[src/rtl/riscv_irq_scheduler.sv]
// Interrupt scheduler: synchronises sources, latches edge events into pending bits and presents
// the lowest-index enabled pending source as a stable one-hot request until the core acks it.
module riscv_irq_scheduler #(
    parameter int NUM_IRQ     = 32,
    parameter int SYNC_STAGES = 2
) (
    input  logic               clk,
    input  logic               rst_n,
    input  logic [NUM_IRQ-1:0] irq_src_i,
    input  logic               cfg_we_i,
    input  logic [1:0]         cfg_addr_i,
    input  logic [31:0]        cfg_wdata_i,
    output logic [31:0]        cfg_rdata_o,
    output logic [31:0]        irq_o,
    output logic [4:0]         irq_id_o,
    input  logic               irq_ack_i,
    input  logic [4:0]         irq_ack_id_i
);

    typedef enum logic [1:0] {
        IDLE = 2'd0,
        REQ  = 2'd1,
        GAP  = 2'd2
    } state_e;

    logic [NUM_IRQ-1:0] sync_q [SYNC_STAGES];
    logic [NUM_IRQ-1:0] s;
    logic [NUM_IRQ-1:0] s_d_q;
    logic [NUM_IRQ-1:0] rise_q;
    logic [NUM_IRQ-1:0] pend_q, pend_d;
    logic [NUM_IRQ-1:0] en_q;
    logic [NUM_IRQ-1:0] edge_q;
    logic [NUM_IRQ-1:0] cand;
    logic [NUM_IRQ-1:0] id_hot;
    logic [NUM_IRQ-1:0] sw_set, sw_clr, ack_clr;
    logic [NUM_IRQ-1:0] wdata_lo;
    state_e             state_q, state_d;
    logic [4:0]         id_q, id_d;
    logic [4:0]         lo_idx;
    logic               ack_hit;
    logic               withdraw;
    logic               busy;

    assign s        = sync_q[SYNC_STAGES-1];
    assign wdata_lo = cfg_wdata_i[NUM_IRQ-1:0];
    assign cand     = pend_q & en_q;
    assign busy     = (state_q != IDLE);

    always_comb begin
        id_hot = '0;
        for (int i = 0; i < NUM_IRQ; i++) begin
            id_hot[i] = (id_q == 5'(i));
        end
    end

    always_comb begin
        lo_idx = '0;
        for (int i = NUM_IRQ - 1; i >= 0; i--) begin
            if (cand[i]) begin
                lo_idx = 5'(i);
            end
        end
    end

    assign ack_hit  = (state_q == REQ) && irq_ack_i && (irq_ack_id_i == id_q);
    // Software pulls the request back by disabling it or clearing its pending bit.
    assign withdraw = cfg_we_i && (((cfg_addr_i == 2'd0) && !cfg_wdata_i[id_q]) ||
                                   ((cfg_addr_i == 2'd3) &&  cfg_wdata_i[id_q]));

    assign sw_set  = (cfg_we_i && cfg_addr_i == 2'd2) ? wdata_lo : '0;
    assign sw_clr  = (cfg_we_i && cfg_addr_i == 2'd3) ? wdata_lo : '0;
    assign ack_clr = ack_hit ? id_hot : '0;

    // Set terms are OR-ed after the clear so a coincident event is never lost.
    assign pend_d = (edge_q & ((pend_q & ~(sw_clr | ack_clr)) | rise_q | sw_set)) |
                    (~edge_q & s);

    always_comb begin
        state_d = state_q;
        id_d    = id_q;
        case (state_q)
            IDLE: begin
                if (|cand) begin
                    state_d = REQ;
                    id_d    = lo_idx;
                end
            end
            REQ: begin
                if (ack_hit || withdraw) begin
                    state_d = GAP;
                end
            end
            GAP:     state_d = IDLE;
            default: state_d = IDLE;
        endcase
    end

    always_ff @(posedge clk or negedge rst_n) begin
        if (!rst_n) begin
            for (int i = 0; i < SYNC_STAGES; i++) begin
                sync_q[i] <= '0;
            end
            s_d_q   <= '0;
            rise_q  <= '0;
            pend_q  <= '0;
            en_q    <= '0;
            edge_q  <= '0;
            state_q <= IDLE;
            id_q    <= '0;
        end else begin
            sync_q[0] <= irq_src_i;
            for (int i = 1; i < SYNC_STAGES; i++) begin
                sync_q[i] <= sync_q[i-1];
            end
            s_d_q   <= s;
            rise_q  <= s & ~s_d_q;
            pend_q  <= pend_d;
            state_q <= state_d;
            id_q    <= id_d;
            if (cfg_we_i && cfg_addr_i == 2'd0) begin
                en_q <= wdata_lo;
            end
            if (cfg_we_i && cfg_addr_i == 2'd1) begin
                edge_q <= wdata_lo;
            end
        end
    end

    // Request outputs come only from state_q/id_q, never from inputs.
    always_comb begin
        irq_o = '0;
        if (state_q == REQ) begin
            irq_o[id_q] = 1'b1;
        end
    end

    assign irq_id_o = id_q;

    always_comb begin
        cfg_rdata_o = '0;
        case (cfg_addr_i)
            2'd0:    cfg_rdata_o[NUM_IRQ-1:0] = en_q;
            2'd1:    cfg_rdata_o[NUM_IRQ-1:0] = edge_q;
            2'd2:    cfg_rdata_o[NUM_IRQ-1:0] = pend_q;
            default: cfg_rdata_o = {23'b0, busy, 3'b0, id_q};
        endcase
    end

endmodule

[config.mk]
export PLATFORM = sky130hd
export DESIGN_NAME = riscv_irq_scheduler
export DESIGN_NICKNAME = d
export VERILOG_FILES = /design/src/rtl/riscv_irq_scheduler.sv
export SDC_FILE = /design/constraint.sdc
export NUM_CORES = 1
export LEC_CHECK = 0
export CAP_MARGIN = 15
export CORE_MARGIN = 2
export CORE_UTILIZATION = 60
export DETAILED_ROUTE_END_ITERATION = 8
export DONT_BUFFER_PORTS = 1
export GPL_TIMING_DRIVEN = 0
export PLACE_DENSITY_LB_ADDON = 0.3
export SYNTH_ARGS = -nofsm -noshare
export SYNTH_HDL_FRONTEND = slang
export SYNTH_SLANG_ARGS = --single-unit
[constraint.sdc]
create_clock -name clk -period 3.1 [get_ports clk]
set_clock_uncertainty 0.2 [all_clocks]
set_input_delay 0.93 -clock clk [delete_from_list [all_inputs] [get_ports clk]]
set_output_delay 0.93 -clock clk [all_outputs]
set_load 0.01 [all_outputs]
==> flow_metrics.py, run 1 <==
metrics = {
    "yosys": {
        "synthesis.area_mm2": 0.00969,
        "register_bit_count_reported_by_yosys": 231,
        "synth.yosys.warnings": 0,
        "netlist-cell-type-count": 48,
        "synth_nets": 914,
        "ys_seq_area_share_pct": 59.7,
        "synthesis.area_per_instance_um2": 11.5,
        "synth_instances": 839,
    },
    "placement": {
        "port-buffer-count": 0,
        "place_worst_setup_slack_ps": -508,
        "instance_area_after_placement_mm2": 0.00996,
        "place_hpwl_mm": 17.5,
        "numPlacedInstances": 1055,
        "finalWeightedCongestion": 0.924,
    },
    "grt": {
        "wire_length_of_the_first_global_routing_pass_mm": 38.8,
        "grtUsageTotal_pct": 30.1,
        "grt_pass1_vias": 6957,
        "gr-total-overflow": 0,
        "antenna_violations_before_repair": 0,
        "grt_start_max_net_pins": 232,
    },
    "cts": {
        "cts.htree.levels": 1,
        "root_buffer": "sky130_fd_sc_hd__clkbuf_16",
        "clock_latency_late_sink_ps": 530,
        "clock_tree.buffer_depth": 3,
        "clock_sinks": 231,
        "cts-buffers-inserted": 24,
        "clock_tree_from_tritoncts": "done",
        "clkSlewWorstSetupHoldPaths_ps": 60,
    },
    "drt": {
        "drt_wl_total_mm": 25.6,
        "routedWlPerCell_um": 23.1,
        "detail_route.drc_violations": 0,
        "firstDrtPassIters": 6,
        "detailedRoute.firstIterationViolations": 711,
        "count_of_antenna_violating_nets_left_after_detailed_routing": 0,
        "via_per_inst": 6.27,
        "route.vias.total": 6940,
    },
    "layout": {
        "final_area_mm2": 0.0112,
        "flow.area_growth_from_synthesis_pct": 15.7,
        "final-instance-count-excl-fill": 1106,
        "antenna_cells": 0,
        "regArea_mm2": 0.00578,
        "nets": 947,
        "number_of_fillers_in_the_final_layout": 1088,
        "final_core_utilization_pct": 70.8,
        "layout-drive-gt1-share_pct": 23.0,
        "multi_input_comb_area_mm2": 0.00393,
    },
    "timing": {
        "final_max_slew_viol_count": 0,
        "hold_viol_final": 231,
        "rsz0062_at_grt": "yes",
        "fin_hold_ws_ps": -92.3,
        "layout_setup_ws_ps": 17.3,
        "layout_min_cycle_time_ps": 3080,
        "setup_viol_count_final": 0,
        "tightest_slew_ps": 698,
        "max_clock_freq_mhz": 324,
        "post-route-period-util_pct": 99.4,
        "slew_hr_pct": 53.5,
    },
    "floorplanning": {
        "floorplan.rows": 46,
        "die_y_um": 131,
        "dieArea_mm2": 0.0172,
        "initial_util_pct": 61.2,
        "io-pin-count": 144,
        "die-width_um": 131,
        "coreArea_mm2": 0.0158,
    },
    "worst_setup_path": {
        "worst_setup_path_start_kind": "flop",
        "crit_path_end_kind": "output pin",
        "worst-endpoint-required_ps": 1970,
        "path_max_fanout": 10,
        "setup.worst_path.class": "reg2out",
        "cp_data_arrival_time_ps": 1950,
    },
    "power": {
        "peakVddDrop_mv": 0.504,
        "net-switching-power_mw": 2.93,
        "clockPowerShare_pct": 33.5,
        "p_sw_share_pct": 31.8,
        "power.combinational.fraction_pct": 24.9,
        "powerDensity_mw_per_mm2": 823,
        "int_power_mw": 6.29,
        "p_leak_nw": 4.75,
        "p_seq_share_pct": 41.6,
    },
    "hold_path": {
        "hold_path_class": "in2async",
    },
    "outcome": {
        "failed_checks": "hold timing",
        "outcome": "finished, violations left",
    },
    "flow_run": {
        "maxCapViolations": 0,
    },
}
worst max-delay path, cell delays in order, from the launching register on:
cell	delay, ps
sky130_fd_sc_hd__dfrtp_1	450
sky130_fd_sc_hd__buf_8	200
sky130_fd_sc_hd__buf_8	160
sky130_fd_sc_hd__nor2b_2	200
sky130_fd_sc_hd__nand2_1	200
sky130_fd_sc_hd__nor2_2	240
path summary, 6_finish.rpt:
| path | from | endpoint | slack (ps) | cells past startpoint |
|---|---|---|---|---|
| setup reg to reg | irq_id_o[0] | pend_q[27] | 370 | 9 |
| min in group clk | sync_q[42] | s[10] | 150 | 0 |
| hold reg to reg | sync_q[42] | s[10] | 150 | 0 |
| hold / removal | rst_n | rise_q[9] | -90 | 0 |
| max in group asynchronous | rst_n | s[24] | 2490 | 0 |
| setup / recovery | irq_id_o[0] | irq_o[22] | 20 | 5 |
per-stage QoR:
stage          power [mW]  hold slack, ps  TNS, ps
6_report             9.23           -92.3        0
5_1_grt              9.61            -114     -224
4_1_cts              9.08            -114    -6.26
3_5_place_dp         5.76             135   -12140
3_3_place_gp         5.69             132   -11060
2_1_floorplan        5.15             131     -290
placed cells by master (no fill, tap or decap), types with 5 or more instances in the layout:
cell | Yosys | routed
sky130_fd_sc_hd__o2111ai_1 | 34 | 34
sky130_fd_sc_hd__buf_2 | 7 | 5
sky130_fd_sc_hd__mux4_2 | 12 | 12
sky130_fd_sc_hd__nand2_1 | 162 | 160
sky130_fd_sc_hd__nor2_1 | 41 | 14
sky130_fd_sc_hd__clkbuf_8 | 0 | 8
sky130_fd_sc_hd__nand2b_1 | 9 | 7
sky130_fd_sc_hd__o21ai_1 | 1 | 8
sky130_fd_sc_hd__clkbuf_1 | 25 | 14
sky130_fd_sc_hd__nand3_1 | 16 | 16
sky130_fd_sc_hd__mux2_2 | 64 | 64
sky130_fd_sc_hd__buf_4 | 0 | 17
sky130_fd_sc_hd__nor2_2 | 0 | 17
sky130_fd_sc_hd__dfrtp_1 | 231 | 230
sky130_fd_sc_hd__nor2b_1 | 37 | 35
sky130_fd_sc_hd__o21ai_0 | 63 | 44
sky130_fd_sc_hd__nor2_4 | 0 | 10
sky130_fd_sc_hd__mux2i_1 | 29 | 29
sky130_fd_sc_hd__a22oi_1 | 10 | 10
sky130_fd_sc_hd__o21ai_2 | 0 | 12
sky130_fd_sc_hd__clkbuf_16 | 0 | 24
sky130_fd_sc_hd__a21oi_1 | 39 | 39
synthesized netlist by cell type, drive strengths merged:
| library cell | instances | share of area (%) |
|---|---|---|
| a21o | 1 | 0.078 |
| o211ai | 1 | 0.078 |
| nand3 | 17 | 0.93 |
| a31oi | 1 | 0.065 |
| a211oi | 2 | 0.15 |
| mux4 | 14 | 3.3 |
| xnor2 | 1 | 0.090 |
| a22o | 2 | 0.18 |
| o2111ai | 34 | 3.1 |
| xor2 | 4 | 0.36 |
| o21ai | 64 | 3.3 |
| a211o | 1 | 0.090 |
| dfrtp | 231 | 60 |
| mux2 | 64 | 7.4 |
| a21oi | 39 | 2.0 |
| nor2 | 41 | 1.6 |
| a222oi | 1 | 0.10 |
| or2 | 3 | 0.19 |
| nand2 | 162 | 6.3 |
| inv | 3 | 0.12 |
| and3 | 3 | 0.19 |
| a21boi | 1 | 0.078 |
| a32oi | 4 | 0.36 |
| o22ai | 1 | 0.065 |
| nor2b | 37 | 2.4 |
| nand3b | 4 | 0.31 |
| nor3b | 1 | 0.13 |
| o22a | 2 | 0.18 |
| a32o | 1 | 0.10 |
| or3 | 2 | 0.13 |
| buf | 14 | 0.83 |
| nor3 | 2 | 0.15 |
| and4 | 1 | 0.090 |
| and2 | 3 | 0.19 |
| a221oi | 2 | 0.18 |
| clkbuf | 25 | 0.97 |
| a22oi | 10 | 0.77 |
| o31ai | 1 | 0.078 |
| mux2i | 29 | 3.0 |
| nand2b | 9 | 0.58 |
| nor4 | 1 | 0.065 |
flip-flops by register name, summed over array words and instances, names as in the netlist:
name,count
edge_q,32
en_q,32
pend_q,32
rise_q,32
s,32
s_d_q,32
sync_q,32
irq_id_o,5
state_q,2
power by group through the flow:
stage,Combinational [mW],Sequential [mW],Clock [mW]
after floorplan,1.42,3.74,0
after global placement,1.87,3.83,0
after detailed placement,1.91,3.86,0
after CTS,2.14,3.81,3.12
after global routing,2.46,3.89,3.27
final,2.30,3.84,3.09
cell type report:
| type | instances | share of cell area, % |
|---|---|---|
| plain buffers | 34 | 2.08 |
| flip-flops and latches | 231 | 51.6 |
| clock inverters | 10 | 1.60 |
| inverters | 3 | 0.100 |
| clock buffers | 34 | 6.23 |
| well taps | 216 | 2.41 |
| multi-input cells | 566 | 35.1 |
| repair buffers | 12 | 0.915 |
per-layer routing:
metal | vias up | GRT usage (%) | share of wire [%]
li1 | 3037 | - | -
met3 | 65 | 6.74 | 8.3
met1 | 3481 | 39.4 | 40
met2 | 357 | 50.0 | 49
met4 | 0 | 10.6 | 3.5
met5 | - | 0 | 0
timing repair:
item | CTS | global route
setup endpoints to repair | 64 | 43
pin swaps | 2 | 4
gates resized for setup | 71 | 46
endpoints found under the hold margin | 231 | 231
buffers inserted | 9 | 3
cells by family after synthesis:
| kind of cell | count (synthesis) | synth area share [%] |
|---|---|---|
| flops | 231 | 59.7 |
| compound gates | 168 | 11.0 |
| simple gates | 286 | 13.2 |
| mux | 107 | 13.8 |
| xor+xnor | 5 | 0.452 |
| buf+inv | 42 | 1.91 |
No activity file was read; power rests on OpenSTA's default activity.
==> run 2: changes to the inputs <==
==> constraint.sdc (replaced) <==
create_clock -name clk -period 3.1 [get_ports clk]
set_clock_uncertainty 0.2 [all_clocks]
set_input_delay 0.62 -clock clk [delete_from_list [all_inputs] [get_ports clk]]
set_output_delay 0.62 -clock clk [all_outputs]
set_load 0.01 [all_outputs]
==> run 2 against run 1 <==
Effect of this change: the flow still finishes with violations (hold timing); non-clock buffer count is 24 higher; worst setup slack better by 53 ps; critical path depth is 1 lower; global-route usage is 1.1 points higher; hold slack lost 320 ps; wire length is 3.6% higher; largest cell class unchanged; largest power group unchanged.
==> flow_metrics.py, run 2 (synthesis gave the netlist of run 1 again) <==
metrics = {
    "floorplanning": {
        "coreArea_mm2": 0.0158,
        "io-pin-count": 144,
        "die-width_um": 131,
        "floorplan.rows": 46,
        "initial_util_pct": 61.2,
        "die_y_um": 131,
        "dieArea_mm2": 0.0172,
    },
    "worst_setup_path": {
        "worstPathCellList": "buf_2 -> buf_2 -> nand3_2 -> nor2_2",
        "timing.reg2reg.worst_path_depth": 9,
        "worst_path_largest_cell_delay_ps": 430,
        "crit_slowest_cell": "sky130_fd_sc_hd__dfrtp_1",
        "worst-endpoint-required_ps": 2280,
        "cp_data_arrival_time_ps": 2210,
        "crit_path_end_kind": "output pin",
        "worst_setup_path_start_kind": "flop",
        "crit_path_frequent_cell": "sky130_fd_sc_hd__buf_2",
        "setup.worst_path.class": "reg2out",
        "path_max_fanout": 10,
    },
    "layout": {
        "final-instance-count-excl-fill": 1126,
        "final_core_utilization_pct": 70.1,
        "number_of_fillers_in_the_final_layout": 1103,
        "layout.cells.most_common": "sky130_fd_sc_hd__dfrtp_1",
        "flow.area_growth_from_synthesis_pct": 14.6,
        "antenna_cells": 0,
        "final_area_mm2": 0.0111,
        "layout-drive-gt1-share_pct": 16.8,
        "most-common-layout-cells": "sky130_fd_sc_hd__dfrtp_1, sky130_fd_sc_hd__nand2_1, sky130_fd_sc_hd__mux2_2, sky130_fd_sc_hd__o21ai_0, sky130_fd_sc_hd__a21oi_1",
        "nets": 971,
    },
    "cts": {
        "clock_tree.buffer_depth": 3,
        "cts.htree.levels": 1,
        "clock_tree_from_tritoncts": "done",
        "clock_latency_late_sink_ps": 530,
        "postCtsHoldBufs": 32,
        "root_buffer": "sky130_fd_sc_hd__clkbuf_16",
        "cts-buffers-inserted": 24,
        "clkSlewWorstSetupHoldPaths_ps": 60,
        "clock_sinks": 231,
    },
    "placement": {
        "numPlacedInstances": 1055,
        "finalWeightedCongestion": 0.932,
        "port-buffer-count": 0,
        "place_hpwl_mm": 18.2,
        "instance_area_after_placement_mm2": 0.00996,
    },
    "outcome": {
        "outcome": "finished, violations left",
        "failed_checks": "hold timing",
    },
    "timing": {
        "max_clock_freq_mhz": 330,
        "post-route-period-util_pct": 97.7,
        "tightest_slew_ps": 947,
        "setup_viol_count_final": 0,
        "hold_viol_final": 231,
        "rsz0062_at_grt": "yes",
        "slew_hr_pct": 36.8,
        "layout_min_cycle_time_ps": 3030,
        "final_max_slew_viol_count": 0,
        "fin_tns_setup_ps": 0,
        "fin_hold_ws_ps": -409,
    },
    "drt": {
        "drt_wl_total_mm": 26.5,
        "firstDrtPassIters": 6,
        "route.vias.total": 7053,
        "count_of_antenna_violating_nets_left_after_detailed_routing": 0,
        "detailedRoute.firstIterationViolations": 691,
        "routedWlPerCell_um": 23.5,
        "via_per_inst": 6.26,
        "detail_route.drc_violations": 0,
    },
    "power": {
        "powerDensity_mw_per_mm2": 779,
        "peakVddDrop_mv": 0.639,
        "p_leak_nw": 4.70,
    },
    "grt": {
        "grt_start_max_net_pins": 232,
        "antenna_violations_before_repair": 0,
        "grtUsageTotal_pct": 31.1,
        "top_usage_layer": "met2",
        "gr-total-overflow": 0,
        "grt_use_met2_pct": 50.7,
        "grt_pass1_vias": 7012,
        "use_met1_pct": 41.8,
        "wire_length_of_the_first_global_routing_pass_mm": 39.9,
        "grt.met3_usage_pct": 7.83,
    },
    "flow_run": {
        "maxCapViolations": 0,
    },
    "hold_path": {
        "hold_path_class": "in2async",
    },
}
[run 2: cell types whose count changed in the layout (fill, tap and decap cells not counted), moves of 4 or more]
cell / delta
sky130_fd_sc_hd__nor2_1: +14
sky130_fd_sc_hd__buf_4: -14
sky130_fd_sc_hd__dlygate4sd3_1: +32
sky130_fd_sc_hd__buf_2: +4
sky130_fd_sc_hd__o21ai_2: -12
sky130_fd_sc_hd__clkbuf_1: +6
sky130_fd_sc_hd__o21ai_1: -7
sky130_fd_sc_hd__o21ai_0: +19
sky130_fd_sc_hd__nor2_4: -10
sky130_fd_sc_hd__clkbuf_8: -5
sky130_fd_sc_hd__nor2_2: -4
[run 2: layer usage]
| metal | part of all wire, % | vias to the layer above |
|---|---|---|
| met5 | 0 | - |
| met4 | 3.1 | 0 |
| met1 | 40 | 3575 |
| li1 | - | 3081 |
| met2 | 48 | 341 |
| met3 | 8.8 | 56 |
[run 2: path summary, 6_finish.rpt]
path / from / to / slack [ps]
max: irq_id_o[3] / irq_o[31] / 70
min: rst_n / s_d_q[9] / -410
max reg2reg: irq_id_o[3] / pend_q[19] / 390
min reg2reg: sync_q[32] / s[0] / 150
max in group asynchronous: rst_n / irq_id_o[2] / 2600
min in group clk: cfg_wdata_i[5] / edge_q[5] / 30
[run 2: area by class of cell]
| type | instances | area [um2] | area share (%) |
|---|---|---|---|
| plain buffers | 35 | 168 | 1.51 |
| clock buffers | 32 | 661 | 5.95 |
| clock inverters | 8 | 100 | 0.902 |
| inverters | 3 | 11.3 | 0.101 |
| multi-input cells | 566 | 3770 | 33.9 |
| flip-flops and latches | 231 | 5780 | 52.1 |
| well taps | 216 | 270 | 2.43 |
| repair buffers | 35 | 343 | 3.09 |
[run 2: stage by stage]
stage / setup slack (ps) / power (mW)
3_3_place_gp: -63.3 / 5.72
2_1_floorplan: 557 / 5.15
5_1_grt: -1.04 / 9.02
6_report: 70.4 / 8.65
4_1_cts: 9.52 / 8.60
3_5_place_dp: -125 / 5.78
[run 2: power by group]
part | total (mW) | switching (mW) | internal (mW) | leakage [nW]
logic | 2.04 | 1.22 | 0.826 | 1.61
registers | 3.84 | 0.426 | 3.41 | 2.72
clock network | 2.77 | 1.18 | 1.59 | 0.369
total | 8.65 | 2.82 | 5.83 | 4.70
[run 2: critical path, delay by kind of cell, from the launching register on]
family / cells / cell delay, ps
buf+inv: 2 / 610
flops: 1 / 430
simple gates: 2 / 640
[run 2: what timing repair did]
| item | in CTS | in global routing |
|---|---|---|
| hold endpoints to repair | 263 | 231 |
| buffers inserted | 3 | 0 |
| pin swaps | 2 | 0 |
| gates resized for setup | 9 | 19 |
| endpoints found under the setup margin | 49 | 27 |
==> run 3: changes to the inputs <==
--- a/config.mk
+++ b/config.mk
@@ -7,7 +7,7 @@
 export LEC_CHECK = 0
 export CAP_MARGIN = 15
 export CORE_MARGIN = 2
-export CORE_UTILIZATION = 60
+export CORE_UTILIZATION = 30
 export DETAILED_ROUTE_END_ITERATION = 8
 export DONT_BUFFER_PORTS = 1
 export GPL_TIMING_DRIVEN = 0
==> run 3 against run 2 <==
Effect of this change: the flow still finishes with violations (hold timing); design area is 3.6% higher; critical endpoint is now irq_o[29]; critical path depth is 1 higher; register-to-register slack about the same; hold slack got worse by 5.0 ps; sequential share of layout area down 1.8 points; combinational power about the same; global-route usage fell by 14 points; sequential cell count unchanged; via count decreased by 4.6%; clock-buffer cell count up 6; worst setup slack got worse by 35 ps; clock power rose by 19%; highest routed layer unchanged.
==> flow_metrics.py, run 3 (synthesis gave the netlist of run 1 again) <==
metrics = {
    "outcome": {
        "outcome": "finished, violations left",
        "failed_checks": "hold timing",
    },
    "grt": {
        "grtUsageTotal_pct": 17.0,
        "wire_length_of_the_first_global_routing_pass_mm": 43.0,
        "gr-total-overflow": 0,
        "antenna_violations_before_repair": 0,
        "grt_pass1_vias": 6843,
        "grt_start_max_net_pins": 232,
    },
    "placement": {
        "place_worst_setup_slack_ps": -206,
        "port-buffer-count": 0,
        "numPlacedInstances": 1241,
        "finalWeightedCongestion": 0.881,
        "place_hpwl_mm": 20.1,
    },
    "worst_setup_path": {
        "cp_data_arrival_time_ps": 2240,
        "worst-endpoint-required_ps": 2280,
        "worst_setup_path_start_kind": "flop",
        "timing.rr.start": "irq_id_o[0]",
        "setup.worst_path.class": "reg2out",
        "r2r_slack_ps": 380,
        "reg2reg_to": "pend_q[31]",
        "timing.reg2reg.worst_path_depth": 9,
        "worst_setup_path_endpoint": "irq_o[29]",
        "cp_launch_point": "irq_id_o[1]",
        "crit_path_end_kind": "output pin",
        "path_max_fanout": 10,
    },
    "timing": {
        "final_max_slew_viol_count": 0,
        "layout_setup_ws_ps": 35.1,
        "post-route-period-util_pct": 98.9,
        "layout_min_cycle_time_ps": 3060,
        "fin_hold_ws_ps": -414,
        "rsz0062_at_grt": "yes",
        "hold_viol_final": 231,
        "tightest_slew_ps": 817,
        "slew_hr_pct": 45.5,
        "setup_viol_count_final": 0,
        "max_clock_freq_mhz": 326,
    },
    "power": {
        "peakVddDrop_mv": 0.388,
        "powerDensity_mw_per_mm2": 799,
        "p_leak_nw": 4.80,
    },
    "floorplanning": {
        "initial_util_pct": 30.6,
        "io-pin-count": 144,
        "die-width_um": 184,
        "dieArea_mm2": 0.0337,
        "floorplan.rows": 65,
        "coreArea_mm2": 0.0316,
        "die_y_um": 184,
    },
    "layout": {
        "antenna_cells": 0,
        "multi_input_comb_area_mm2": 0.00376,
        "regArea_mm2": 0.00578,
        "layout.cells.most_common": "sky130_fd_sc_hd__dfrtp_1",
        "most-common-layout-cells": "sky130_fd_sc_hd__dfrtp_1, sky130_fd_sc_hd__nand2_1, sky130_fd_sc_hd__mux2_2, sky130_fd_sc_hd__o21ai_0, sky130_fd_sc_hd__a21oi_1",
        "final-instance-count-excl-fill": 1322,
        "number_of_fillers_in_the_final_layout": 3117,
        "flow.area_growth_from_synthesis_pct": 18.7,
        "layout-drive-gt1-share_pct": 17.3,
        "nets": 974,
        "final_core_utilization_pct": 36.4,
    },
    "cts": {
        "clkSlewWorstSetupHoldPaths_ps": 60,
        "clock_tree_from_tritoncts": "done",
        "postCtsHoldBufs": 32,
        "clock_sinks": 231,
        "root_buffer": "sky130_fd_sc_hd__clkbuf_16",
        "clock_latency_late_sink_ps": 540,
        "cts.htree.levels": 1,
        "cts-buffers-inserted": 27,
        "clock_tree.buffer_depth": 3,
    },
    "hold_path": {
        "hold_path_class": "in2async",
    },
    "drt": {
        "count_of_antenna_violating_nets_left_after_detailed_routing": 0,
        "detailedRoute.firstIterationViolations": 547,
        "routedWlPerCell_um": 21.6,
        "drt_wl_total_mm": 28.6,
        "detail_route.drc_violations": 0,
        "firstDrtPassIters": 5,
        "route.vias.total": 6727,
        "via_per_inst": 5.09,
    },
    "flow_run": {
        "maxCapViolations": 0,
    },
}
-- run 3: layout make-up --
cell class	instances	share of cell area, %
sequential	231	50.3
multi-input combinational	566	32.7
clock buffer	38	6.58
tap	402	4.37
timing repair buffer	35	2.98
buffer	35	1.54
clock inverter	12	1.48
inverter	3	0.0979
-- run 3: critical path, stage by stage (launching register included) --
cell and delay [ps]:
sky130_fd_sc_hd__dfrtp_1 410, sky130_fd_sc_hd__clkbuf_2 250, sky130_fd_sc_hd__buf_2 270, sky130_fd_sc_hd__nor2_2 240, sky130_fd_sc_hd__nand2_1 220, sky130_fd_sc_hd__nor2_2 310
-- run 3: routing by layer --
metal	vias to the layer above	wire [um]	global-route usage [%]
met3	65	2090	4.97
met5	-	0	0
met1	3354	12500	22.5
met4	0	1180	7.55
met2	210	12800	25.8
li1	3098	-	-
-- run 3: worst min path at each step --
stage                     startpoint          to  slack, ps  cells past startpoint
after CTS                      rst_n  sync_q[38]       -440                      0
final                          rst_n  sync_q[38]       -410                      0
after floorplan                rst_n   edge_q[0]        120                      0
after global routing           rst_n  sync_q[38]       -440                      0
after global placement    sync_q[51]       s[19]        130                      0
after detailed placement  sync_q[54]       s[22]        130                      0
-- run 3: report_power, final --
group | internal (mW) | total, mW | switching [mW]
clock network | 2.03 | 3.31 | 1.28
logic | 0.830 | 2.06 | 1.23
registers | 3.41 | 3.82 | 0.408
-- run 3: repair_timing --
action | 4_1_cts | 5_1_grt
pin swaps | 1 | 0
gates resized for setup | 13 | 14
cloned | 0 | 0
hold endpoints to repair | 263 | 231
buffers inserted | 3 | 0
endpoints found under the setup margin | 53 | 32
-- run 3: metrics by stage --
step | power [mW] | setup TNS, ps | cell area (um2)
2_1_floorplan | 5.15 | 0 | 9690
3_3_place_gp | 5.80 | -3590 | 10200
3_5_place_dp | 5.84 | -2970 | 10200
4_1_cts | 9.26 | -4.92 | 11500
5_1_grt | 9.64 | -72.1 | 11500
6_report | 9.19 | 0 | 11500
